## config.mk

```make
export PLATFORM = sky130hd
export DESIGN_NAME = mem_arbiter
export DESIGN_NICKNAME = d
export VERILOG_FILES = /design/src/rtl/mem_arbiter_pkg.sv /design/src/rtl/mem_arbiter_starve_ctr.sv /design/src/rtl/mem_arbiter.sv
export SDC_FILE = /design/constraint.sdc
export NUM_CORES = 1
export LEC_CHECK = 0
export CAP_MARGIN = 5
export CORE_AREA = 3 3 131 133
export DETAILED_ROUTE_END_ITERATION = 16
export DIE_AREA = 0 0 134 136
export GPL_ROUTABILITY_DRIVEN = 1
export GPL_TIMING_DRIVEN = 0
export PLACE_DENSITY = 0.49
export REMOVE_ABC_BUFFERS = 1
export SKIP_LAST_GASP = 1
export SLEW_MARGIN = 10
export SYNTH_ARGS = -nofsm -noshare
export SYNTH_HDL_FRONTEND = slang
export SYNTH_SLANG_ARGS = --single-unit
```

## constraint.sdc

```tcl
create_clock -name clk -period 6.17 [get_ports clk]
set_clock_uncertainty 0.15 [all_clocks]
set_input_delay 1.234 -clock clk [delete_from_list [all_inputs] [get_ports clk]]
set_output_delay 1.234 -clock clk [all_outputs]
set_load 0.02 [all_outputs]
```

## src/rtl/mem_arbiter_pkg.sv

```systemverilog
// Shared pipeline defines for the memory arbiter.
// Holds the arbiter FSM encodings and the default starvation limit.
package mem_arbiter_pkg;

  typedef enum logic [1:0] {
    IDLE    = 2'd0,
    IF_WAIT = 2'd1,
    DM_WAIT = 2'd2
  } arb_state_e;

  localparam int STARVE_MAX_DEF = 4;

endpackage

```

## src/rtl/mem_arbiter_starve_ctr.sv

```systemverilog
// Fetch starvation guard.
// Counts data grants that were accepted while fetch was waiting. Once the
// count reaches STARVE_MAX, fetch is given priority on the next pick.
module arb_starve_ctr #(
  parameter int STARVE_MAX = mem_arbiter_pkg::STARVE_MAX_DEF
) (
  input  logic clk,
  input  logic reset,
  input  logic dm_accept_i,
  input  logic if_accept_i,
  input  logic if_req_i,
  output logic force_fetch_o
);

  localparam int CW = $clog2(STARVE_MAX + 1);
  localparam logic [CW-1:0] CNT_MAX = CW'(STARVE_MAX);

  logic [CW-1:0] cnt_q, cnt_d;

  // Next count: clear on fetch grant or when fetch is not waiting, else saturate up
  always_comb begin
    cnt_d = cnt_q;
    if (!if_req_i || if_accept_i) begin
      cnt_d = '0;
    end else if (dm_accept_i && (cnt_q != CNT_MAX)) begin
      cnt_d = cnt_q + CW'(1);
    end
  end

  // Counter register
  always_ff @(posedge clk) begin
    if (reset) cnt_q <= '0;
    else       cnt_q <= cnt_d;
  end

  assign force_fetch_o = (cnt_q == CNT_MAX);

endmodule

```

## src/rtl/mem_arbiter.sv

```systemverilog
// Fetch / memory-stage arbiter for a single-port unified memory.
// Data accesses win unless fetch has been starved STARVE_MAX times.
// Optional stall performance counters: define MEM_ARBITER_PERF_EN.
//
// state   | meaning
// IDLE    | no read outstanding, may issue a request
// IF_WAIT | fetch read accepted, waiting for mem_rvalid_i
// DM_WAIT | data read accepted, waiting for mem_rvalid_i
module mem_arbiter
  import mem_arbiter_pkg::*;
#(
  parameter int ADDR_W     = 32,
  parameter int DATA_W     = 32,
  parameter int STARVE_MAX = STARVE_MAX_DEF
) (
  input  logic              clk,
  input  logic              reset,
  input  logic              if_req_i,
  input  logic [ADDR_W-1:0] if_addr_i,
  input  logic              if_flush_i,
  output logic [DATA_W-1:0] if_rdata_o,
  output logic              if_rvalid_o,
  output logic              if_stall_o,
  input  logic              dm_req_i,
  input  logic              dm_we_i,
  input  logic [ADDR_W-1:0] dm_addr_i,
  input  logic [DATA_W-1:0] dm_wdata_i,
  input  logic [3:0]        dm_strb_i,
  output logic [DATA_W-1:0] dm_rdata_o,
  output logic              dm_rvalid_o,
  output logic              dm_stall_o,
  output logic              mem_req_o,
  output logic              mem_we_o,
  output logic [ADDR_W-1:0] mem_addr_o,
  output logic [DATA_W-1:0] mem_wdata_o,
  output logic [3:0]        mem_strb_o,
  input  logic              mem_ready_i,
  input  logic [DATA_W-1:0] mem_rdata_i,
  input  logic              mem_rvalid_i,
  output logic [31:0]       if_stall_cnt_o,
  output logic [31:0]       dm_stall_cnt_o
);

  arb_state_e state_q, state_d;
  logic       drop_q, drop_d;
  logic       force_fetch;
  logic       pick_if, pick_dm;
  logic       if_acc, dm_acc, dm_wr_acc;
  logic       if_ret, dm_ret;

  arb_starve_ctr #(.STARVE_MAX(STARVE_MAX)) u_starve (
    .clk           (clk),
    .reset         (reset),
    .dm_accept_i   (dm_acc),
    .if_accept_i   (if_acc),
    .if_req_i      (if_req_i),
    .force_fetch_o (force_fetch)
  );

  // Pick, issue mux, next state and response outputs
  always_comb begin
    pick_if     = (state_q == IDLE) && if_req_i && !if_flush_i && (!dm_req_i || force_fetch);
    pick_dm     = (state_q == IDLE) && !pick_if && dm_req_i;
    if_acc      = pick_if && mem_ready_i;
    dm_acc      = pick_dm && mem_ready_i;
    dm_wr_acc   = dm_acc && dm_we_i;
    if_ret      = (state_q == IF_WAIT) && mem_rvalid_i;
    dm_ret      = (state_q == DM_WAIT) && mem_rvalid_i;

    mem_req_o   = pick_if || pick_dm;
    mem_we_o    = pick_dm && dm_we_i;
    mem_addr_o  = pick_if ? if_addr_i : (pick_dm ? dm_addr_i : '0);
    mem_wdata_o = pick_dm ? dm_wdata_i : '0;
    mem_strb_o  = pick_dm ? dm_strb_i : '0;

    if_rvalid_o = if_ret && !drop_q;
    if_rdata_o  = if_rvalid_o ? mem_rdata_i : '0;
    dm_rvalid_o = dm_ret;
    dm_rdata_o  = dm_ret ? mem_rdata_i : '0;
    if_stall_o  = if_req_i && !if_rvalid_o;
    dm_stall_o  = dm_req_i && !dm_wr_acc && !dm_ret;

    state_d = state_q;
    drop_d  = drop_q;
    unique case (state_q)
      IDLE: begin
        if (if_acc) begin
          state_d = IF_WAIT;
          drop_d  = if_flush_i;
        end else if (dm_acc && !dm_we_i) begin
          state_d = DM_WAIT;
        end
      end
      IF_WAIT: begin
        if (mem_rvalid_i) begin
          state_d = IDLE;
          drop_d  = 1'b0;
        end else if (if_flush_i) begin
          drop_d  = 1'b1;
        end
      end
      DM_WAIT: begin
        if (mem_rvalid_i) state_d = IDLE;
      end
      default: state_d = IDLE;
    endcase
  end

  // FSM and drop flag registers
  always_ff @(posedge clk) begin
    if (reset) begin
      state_q <= IDLE;
      drop_q  <= 1'b0;
    end else begin
      state_q <= state_d;
      drop_q  <= drop_d;
    end
  end

`ifdef MEM_ARBITER_PERF_EN
  logic [31:0] if_cnt_q, if_cnt_d, dm_cnt_q, dm_cnt_d;

  // Saturating stall-cycle counters
  always_comb begin
    if_cnt_d = if_cnt_q;
    dm_cnt_d = dm_cnt_q;
    if (if_stall_o && (if_cnt_q != 32'hFFFF_FFFF)) if_cnt_d = if_cnt_q + 32'd1;
    if (dm_stall_o && (dm_cnt_q != 32'hFFFF_FFFF)) dm_cnt_d = dm_cnt_q + 32'd1;
  end

  // Counter registers
  always_ff @(posedge clk) begin
    if (reset) begin
      if_cnt_q <= '0;
      dm_cnt_q <= '0;
    end else begin
      if_cnt_q <= if_cnt_d;
      dm_cnt_q <= dm_cnt_d;
    end
  end

  assign if_stall_cnt_o = if_cnt_q;
  assign dm_stall_cnt_o = dm_cnt_q;
`else
  assign if_stall_cnt_o = '0;
  assign dm_stall_cnt_o = '0;
`endif

endmodule

```

==> flow_summary.toml <==
[run_status]
outcome = "complete, no violations"

[power_and_ir_drop]
vdd_ir_drop_max_v = 0.000132
p_sw_mw = 0.188
comb_power_share_pct = 70.4
seqPwrFrac_pct = 8.3
clkPwrFrac_pct = 21.3
switching_share_pct = 38.4
leakage_nw = 2.01
power_density_nw_per_um2 = 102
intPower_mw = 0.303

[clock_network]
numCtsBuffers = 3
clock_sinks = 6
clkTransAtPathRegs_ns = 0.03
cts-root-buf = "clkbuf_16"
cts_hold_buf = 0
clockBufferDepth = 2
htree_levels = 1
post-cts-setup-buffers = 0
clock_latency_ns = 0.23
cts_tree = "done"
post_cts_resize_count = 0

[route]
vias = 2673
drt_wl_total_mm = 11.8
routed_via_density = 3.56
routedWlPerCell_um = 15.7
drtPass1Iterations = 4
route.detailed.drc = 0
final_antenna_net_count = 0
drtIter0Drc = 108

[critical_path]
r2r-end = "state_q[1]"
arrival_ns = 4.17
path_class = "primary input to output port"
r2r_cells = 6
worst_setup_path_start_kind = "primary input"
reg2reg_from = "state_q[0]"
cp-end-kind = "output port"
critical_path_peak_fanout = 36
reg2reg_slack_ns = 3.81
cp.required_ns = 4.79

[cells_and_area]
diodes = 0
areaGrowthSynthToFinish_pct = 148
final_area_um2 = 4790
fin_cells = 750
nNetsFinal = 681
drive_gt1_share_pct = 2.25

[global_route]
overflow = 0
grt_max_degree = 39
grt_pass1_vias = 2537
grt_pass1_wl_mm = 16.4
antenna_found_initial = 0
grt_usage_pct = 11.3

[timing]
slew_violations = 0
fmaxAchievable_mhz = 180
rsz0062_at_grt = "no"
min_period_ns = 5.56
worst-slew-pin-transition_ns = 1.09
slew_headroom_pct = 26.9
hold_violations = 0
period_share_pct = 90.1
setup_viol_count_final = 0
holdWs_ns = 0.344

[placed_design]
portBuffers = 277
routabilityCongestion = 0.772
dp_cells = 747
hpwlAfterDp_mm = 10.2
dpl_cell_area_um2 = 4720

[yosys]
synth.area.top_cells = "buf_4, and2_1, a22o_1"
synthAdderAreaFrac_pct = 3.23
ys_ff_latch = 6
synthCells = 272
yosysWarnings = 0
synth_mux_area_share_pct = 1.62
netlist_area_um2 = 1930
ys_types = 32
seq_area_frac_synth_pct = 6.21
synth_top_family_by_area = "simple AND/OR/NAND/NOR gates"
netlist.area_leader.share_pct = 24.8
yosys.area.top_type = "buf_4"
synth_compound_area_share_pct = 20.1
post_synth.cell_area_avg_um2 = 7.11
synth-simple-area-share_pct = 37.4
synth-xor-area-share_pct = 0.453

[flow_run]
drv_cap = 0

[die]
ios = 342
start_util_pct = 12.1
die_w_um = 134
dieHeight_um = 136
core_area_um2 = 15900
die_area_um2 = 18200
std_cell_rows = 46

[worst_hold_path]
whs_endpoint = "drop_q"
hp-start = "drop_q"
hp-class = "register to register"
hold_depth = 1
==> through the flow <==
step           TNS (ns)  utilization, %  setup slack (ns)  total power [mW]
3_5_place_dp          0            29.6             0.609             0.387
6_report              0            30.1             0.613             0.491
2_1_floorplan         0               -              1.86             0.187
4_1_cts               0            30.1             0.607             0.495
3_3_place_gp      -8.01            29.2            -0.224             0.380
5_1_grt               0            30.1             0.358             0.517
==> synthesized netlist by cell type <==
master / n
a2111oi_0: 1
a2111oi_4: 1
a211o_1: 1
a211oi_1: 1
a21o_1: 1
a21oi_1: 1
a221oi_1: 1
a22o_1: 32
a41oi_1: 1
and2_1: 69
and3_1: 33
and4b_1: 1
buf_2: 5
buf_4: 64
clkbuf_1: 16
conb_1: 1
dfxtp_1: 6
ha_1: 5
inv_1: 7
inv_2: 1
mux2_2: 1
mux2i_1: 2
nand2_1: 5
nand2b_1: 1
nand4_1: 2
nor2_1: 7
nor2_2: 1
nor3_1: 1
o21ba_1: 1
o2bb2ai_1: 1
o31ai_1: 1
xnor2_1: 1
==> critical path, stage by stage <==
cell and delay (ns):
clkdlybuf4s50_1 1.19, nand2_1 0.15, nor2_2 0.57, buf_6 0.24
and2_1 0.14, clkdlybuf4s50_1 0.62
==> logic make-up after synthesis <==
| group | after synthesis |
|---|---|
| other | 1 |
| AND/OR/NAND/NOR | 120 |
| buffers and inverters | 93 |
| flip-flops | 6 |
| multiplexers | 3 |
| adder cells (fa/ha/maj) | 5 |
| XOR/XNOR | 1 |
| AO/OA/AOI/OAI | 43 |
==> final cells by class <==
class / count / area, um^2
sequential: 6 / 120
inverter: 8 / 30.0
fill: 1709 / 11200
clock buffer: 3 / 75.1
timing repair buffer: 281 / 2830
multi-input combinational: 236 / 1460
tap: 216 / 270
==> how the worst max path moves through the flow <==
stage,from,to,slack [ns],depth (start not counted)
2_1_floorplan,if_flush_i,mem_addr_o[0],1.86,3
3_3_place_gp,if_flush_i,mem_addr_o[30],-0.22,5
3_5_place_dp,mem_rvalid_i,if_rdata_o[24],0.61,6
4_1_cts,mem_rvalid_i,if_rdata_o[23],0.61,6
5_1_grt,mem_rvalid_i,if_rdata_o[1],0.36,6
6_report,mem_rvalid_i,if_rdata_o[2],0.61,6
==> cells in the final DEF, fill, tap and decap left out, drive strengths merged, types with 2 or more instances in the layout <==
cell type,synthesis,final
clkdlybuf4s50,0,277
nor2,8,8
a22o,32,32
ha,5,5
and3,33,33
clkbuf,16,3
buf,69,4
and2,69,69
nand2,5,5
dfxtp,6,6
inv,8,8
mux2i,2,2
conb,1,64
nand4,2,2
a2111oi,2,2
==> state kept, by name, indices dropped and copies added (netlist names) <==
signal and count:
state_q 2, drop_q 1, u_starve.cnt_q 3
==> power by group through the flow <==
stage,Sequential (mW),Clock (mW),Combinational [mW]
final,0.0406,0.105,0.346
after detailed placement,0.0411,0,0.346
after global routing,0.0406,0.110,0.366
after CTS,0.0406,0.107,0.347
after floorplan,0.0410,0,0.146
after global placement,0.0411,0,0.339
==> per-layer routing <==
| layer | GRT usage, % | wire, um | up-vias |
|---|---|---|---|
| li1 | - | - | 1324 |
| met1 | 12.9 | 4340 | 1222 |
| met2 | 22.5 | 6640 | 119 |
| met3 | 1.55 | 707 | 8 |
| met4 | 1.43 | 80 | 0 |
| met5 | 0 | 0 | - |
(Power assumes the default switching activity.)
